<file path="config.mk">
export PLATFORM = sky130hd
export DESIGN_NAME = dmux8_rr_arbiter
export DESIGN_NICKNAME = d
export VERILOG_FILES = /design/src/rtl/dmux8_rr_arbiter.sv
export SDC_FILE = /design/constraint.sdc
export NUM_CORES = 1
export LEC_CHECK = 0
export CAP_MARGIN = 20
export CORE_MARGIN = 3
export CORE_UTILIZATION = 54
export DETAILED_ROUTE_END_ITERATION = 16
export GPL_TIMING_DRIVEN = 0
export PLACE_DENSITY_LB_ADDON = 0.08
export SYNTH_ARGS = -nofsm -noshare
export SYNTH_HDL_FRONTEND = slang
export SYNTH_SLANG_ARGS = --single-unit
</file>
<file path="constraint.sdc">
create_clock -name clock -period 4.2 [get_ports clock]
set_input_delay 0.84 -clock clock [delete_from_list [all_inputs] [get_ports clock]]
set_output_delay 0.84 -clock clock [all_outputs]
set_load 0.05 [all_outputs]
</file>
<file path="src/rtl/dmux8_rr_arbiter.sv">
// Round-robin arbiter for 8 requesters with a bounded hold time per grant.
// The registered winner index and valid bit drive a DMux8Way that forms the one-hot grant bus.

module DMux8Way (
  input  logic       in,
  input  logic [2:0] sel,
  output logic       a,
  output logic       b,
  output logic       c,
  output logic       d,
  output logic       e,
  output logic       f,
  output logic       g,
  output logic       h
);
  assign a = in & (sel == 3'd0);
  assign b = in & (sel == 3'd1);
  assign c = in & (sel == 3'd2);
  assign d = in & (sel == 3'd3);
  assign e = in & (sel == 3'd4);
  assign f = in & (sel == 3'd5);
  assign g = in & (sel == 3'd6);
  assign h = in & (sel == 3'd7);
endmodule

module dmux8_rr_arbiter #(
  parameter int unsigned HOLD   = 4,
  parameter int unsigned HOLD_W = 3
) (
  input  logic              clock,
  input  logic              reset_n,
  input  logic [7:0]        req,
  output logic [2:0]        sel,
  output logic              valid,
  output logic [7:0]        grant,
  output logic [HOLD_W-1:0] hold_cnt
);
  typedef enum logic {IDLE, GRANT} state_t;

  localparam logic [HOLD_W-1:0] HOLD_LAST = HOLD_W'(HOLD - 1);
  localparam logic [HOLD_W-1:0] HOLD_ONE  = HOLD_W'(1);

  state_t            r_state, w_state_nx;
  logic [2:0]        r_sel, w_sel_nx;
  logic              r_valid, w_valid_nx;
  logic [HOLD_W-1:0] r_hold, w_hold_nx;
  logic [2:0]        r_ptr, w_ptr_nx;
  logic [2:0]        w_winner;
  logic              w_found;
  logic              w_release;

  // First requester in rotating order starting at r_ptr.
  always_comb begin
    w_winner = '0;
    w_found  = 1'b0;
    for (int unsigned i = 0; i < 8; i++) begin
      if (!w_found && req[3'(r_ptr + 3'(i))]) begin
        w_winner = 3'(r_ptr + 3'(i));
        w_found  = 1'b1;
      end
    end
  end

  assign w_release = !req[r_sel] || (r_hold == HOLD_LAST);

  always_comb begin
    w_state_nx = r_state;
    w_sel_nx   = r_sel;
    w_valid_nx = r_valid;
    w_hold_nx  = r_hold;
    w_ptr_nx   = r_ptr;
    unique case (r_state)
      IDLE: begin
        w_valid_nx = 1'b0;
        w_hold_nx  = '0;
        if (w_found) begin
          w_sel_nx   = w_winner;
          w_valid_nx = 1'b1;
          w_ptr_nx   = w_winner + 3'd1;
          w_state_nx = GRANT;
        end
      end
      GRANT: begin
        if (!w_release) begin
          w_hold_nx = r_hold + HOLD_ONE;
        end else if (w_found) begin
          // Re-arbitrate in the release cycle; ptr already ranks the holder last.
          w_sel_nx  = w_winner;
          w_hold_nx = '0;
          w_ptr_nx  = w_winner + 3'd1;
        end else begin
          w_valid_nx = 1'b0;
          w_hold_nx  = '0;
          w_state_nx = IDLE;
        end
      end
      default: w_state_nx = IDLE;
    endcase
  end

  always_ff @(posedge clock) begin
    if (!reset_n) begin
      r_state <= IDLE;
      r_sel   <= '0;
      r_valid <= 1'b0;
      r_hold  <= '0;
      r_ptr   <= '0;
    end else begin
      r_state <= w_state_nx;
      r_sel   <= w_sel_nx;
      r_valid <= w_valid_nx;
      r_hold  <= w_hold_nx;
      r_ptr   <= w_ptr_nx;
    end
  end

  DMux8Way u_dmux (
    .in  (r_valid),
    .sel (r_sel),
    .a   (grant[0]),
    .b   (grant[1]),
    .c   (grant[2]),
    .d   (grant[3]),
    .e   (grant[4]),
    .f   (grant[5]),
    .g   (grant[6]),
    .h   (grant[7])
  );

  assign sel      = r_sel;
  assign valid    = r_valid;
  assign hold_cnt = r_hold;
endmodule

</file>
==> results_dict.tcl <==
set metrics [dict create \
    worst_slew_pin_slew_ns 0.535 \
    crit_family "compound AO/OA/AOI/OAI gates" \
    die_height_um 60.0 \
    nets 222 \
    ios 25 \
    critPathKind "reg2reg" \
    status "completed" \
    syn-num-nets 194 \
    reg2reg_depth 15 \
    p_leak_nw 0.721 \
    timing.hold.ws_ns 0.423 \
    ys_ff_latch 11 \
    dp_slack_ns -0.251 \
    drc 0 \
    clk_pin_slew_ns 0.07 \
    synthFlopType "dfxtp_1" \
    internal-power_mw 0.645 \
    dr.pass1.iters 4 \
    drv_slew 0 \
    yosys_warnings 0 \
    drt_iter0_drc 147 \
    vias_per_cell 6.53 \
    clk_latency_ns 0.28 \
    synth_top_area_share_pct 21.5 \
    setup-violations-final 0 \
    worst-path-stages 15 \
    via_count 1540 \
    synthTopCellsByArea "mux4_2 21%, dfxtp_1 14%, mux2i_1 5.1%" \
    core_area_sq_um 2610 \
    ctsHoldBuffers 0 \
    worstReg2RegEnd "r_ptr[2]" \
    clk_path_buf_depth 2 \
    cp-endpoint "r_ptr[2]" \
    r2r_slack_ns 0.21 \
    skew_ns 0.00393 \
    clkPwrFrac_pct 5.4 \
    cp.arrival_ns 4.16 \
    cts_sinks 11 \
    fin_crit_sh_pct 95.1 \
    synth_cells 179 \
    cts_tree "done" \
    seqCellArea_sq_um 220 \
    crit_fanout 17 \
    antenna_found_initial 0 \
    crit_path_cell_trace "buf_4, inv_1, ha_1, buf_2, mux2i_1, a22oi_1, a311o_1, a2111o_1, or2_0, o2bb2ai_1, nand2_1, ha_1, nor2b_1, and4_1, a211o_1" \
    grt_start_max_net_pins 18 \
    crit-reg2reg-launch "r_ptr[1]" \
    multi_input_area_sq_um 1200 \
    critPathMaxStageDelay_ns 0.45 \
    power_density_nw_per_um2 718 \
    num-fill-cells 208 \
    startpoint_type "register" \
    io_buffers 24 \
    place.gp.congestion 0.847 \
    post_cts_buffers 0 \
    p_sw_mw 0.703 \
    fp.dieW_um 60.0 \
    avgSynthCellArea_sq_um 8.79 \
    post_cts_resized 0 \
    power.total_mw 1.35 \
    maxSlewHeadroom_pct 64.2 \
    grt_pass1_vias 1521 \
    route.final.wire_length_mm 4.03 \
    cts_root_buf "clkbuf_4" \
    row_count 18 \
    crit_start "r_ptr[1]" \
    overflow 0 \
    end_kind "register" \
    fmax_mhz 250 \
    cts-htree-levels 1 \
    wl_per_cell_um 17.1 \
    async_flop_share_pct 0 \
    hp-class "reg2reg" \
    max_cap_violations 0 \
    grt_use_total_pct 25.5 \
    syn_area_sq_um 1570 \
    dieArea_sq_um 3600 \
    hpwlAfterDp_mm 3.22 \
    synth_edf_count 0 \
    start_util_pct 60.2 \
    ys_types 54 \
    drive_gt1_share_pct 18.4 \
    vdd_drop_max_uv 627 \
    grt_first_pass_wirelength_mm 7.01 \
    cp_num_buf_inv 3 \
    antenna_cells 0 \
    hold_violations 0 \
    area.growth.synth_to_final_pct 19.3 \
    pwr-share-comb_pct 83.3 \
    final_util_pct 71.8 \
    cts_made_buffers 3 \
    slowest_stage "a2111o_1" \
    cp_common_cell "ha_1" \
    period_needed_ns 3.99 \
    ys_seq_area_share_pct 14.0 \
    rsz0062_at_grt "no" \
    p_seq_share_pct 11.3 \
    setup_ws_ns 0.208 \
    synth_largest_area_cell "mux4_2" \
    cp.required_ns 4.37 \
    postRouteAntennaNets 0 \
    swShare_pct 52.1 \
]
==> power groups by stage <==
stage | Sequential [mW] | Combinational, mW | Clock (mW)
finish | 0.152 | 1.12 | 0.0731
global route | 0.155 | 1.23 | 0.0797
CTS | 0.152 | 1.11 | 0.0765
detailed placement | 0.155 | 1.10 | 0
global placement | 0.152 | 1.07 | 0
floorplan | 0.201 | 0.825 | 0
==> cell usage after synthesis (all sizes together) (3+ instances only) <==
cell type	n
nor2b	3
a211o	3
ha	5
xnor2	3
nand2b	7
a31oi	3
clkbuf	5
mux4	15
o21ai	5
a22oi	3
buf	14
nor3	6
nor2	14
nand2	18
mux2	3
a21oi	7
dfxtp	11
inv	9
mux2i	9
==> metrics by stage <==
step	setup TNS (ns)	instances	area, sq um
4_1_cts	0	236	1870
3_3_place_gp	-0.139	233	1850
3_5_place_dp	-0.256	233	1850
5_1_grt	0	236	1880
2_1_floorplan	0	179	1570
6_report	0	236	1880
==> layout make-up <==
class / count / share of cell area [%]
multi-input combinational: 140 / 63.9
timing repair buffer: 24 / 12.8
sequential: 11 / 11.7
buffer: 18 / 6.33
tap: 30 / 2.00
inverter: 9 / 1.80
clock buffer: 3 / 1.20
clock inverter: 1 / 0.267
==> kinds of logic (layout without fill, tap and decap cells) <==
group                      Yosys count  after routing  synth area share, %
muxes                               27             27                 30.2
AOI/OAI and AO/OA                   45             45                 21.4
DFF                                 11             11                 14.0
buffers and inverters               28             55                 9.78
and+or+nand+nor                     59             59                 18.5
adders and majority gates            5              5                 3.98
xor gates and xnor gates             4              4                 2.23
==> per-layer routing <==
layer	vias up	part of all wire [%]	track usage [%]
met3	4	8.9	6.26
met4	0	0.67	5.06
met5	-	0	0
met2	73	50	42.9
li1	729	-	-
met1	734	41	33.3
==> flip-flops by register name (all words and copies together) (netlist names) <==
signal / count
hold_cnt: 3
r_ptr: 3
sel: 3
r_state: 1
valid: 1
==> cells in the final DEF, fill, tap and decap left out, types with 5 or more instances in the layout <==
cell type / count
a21oi_1: 7
buf_4: 9
clkbuf_1: 5
clkdlybuf4s50_1: 24
dfxtp_1: 11
ha_1: 5
inv_1: 9
mux2i_1: 8
mux4_2: 15
nand2_1: 17
nand2b_1: 7
nor2_1: 14
nor3_1: 6
==> worst min path at each step <==
| stage | start | endpoint | slack, ns | cells past startpoint |
|---|---|---|---|---|
| after floorplan | r_state | valid | 0.40 | 1 |
| after global placement | r_state | valid | 0.42 | 1 |
| after detailed placement | r_state | valid | 0.42 | 1 |
| after CTS | r_state | valid | 0.43 | 1 |
| after global routing | r_state | valid | 0.45 | 1 |
| final | r_state | valid | 0.42 | 1 |
No activity file was read; power rests on OpenSTA's default activity.
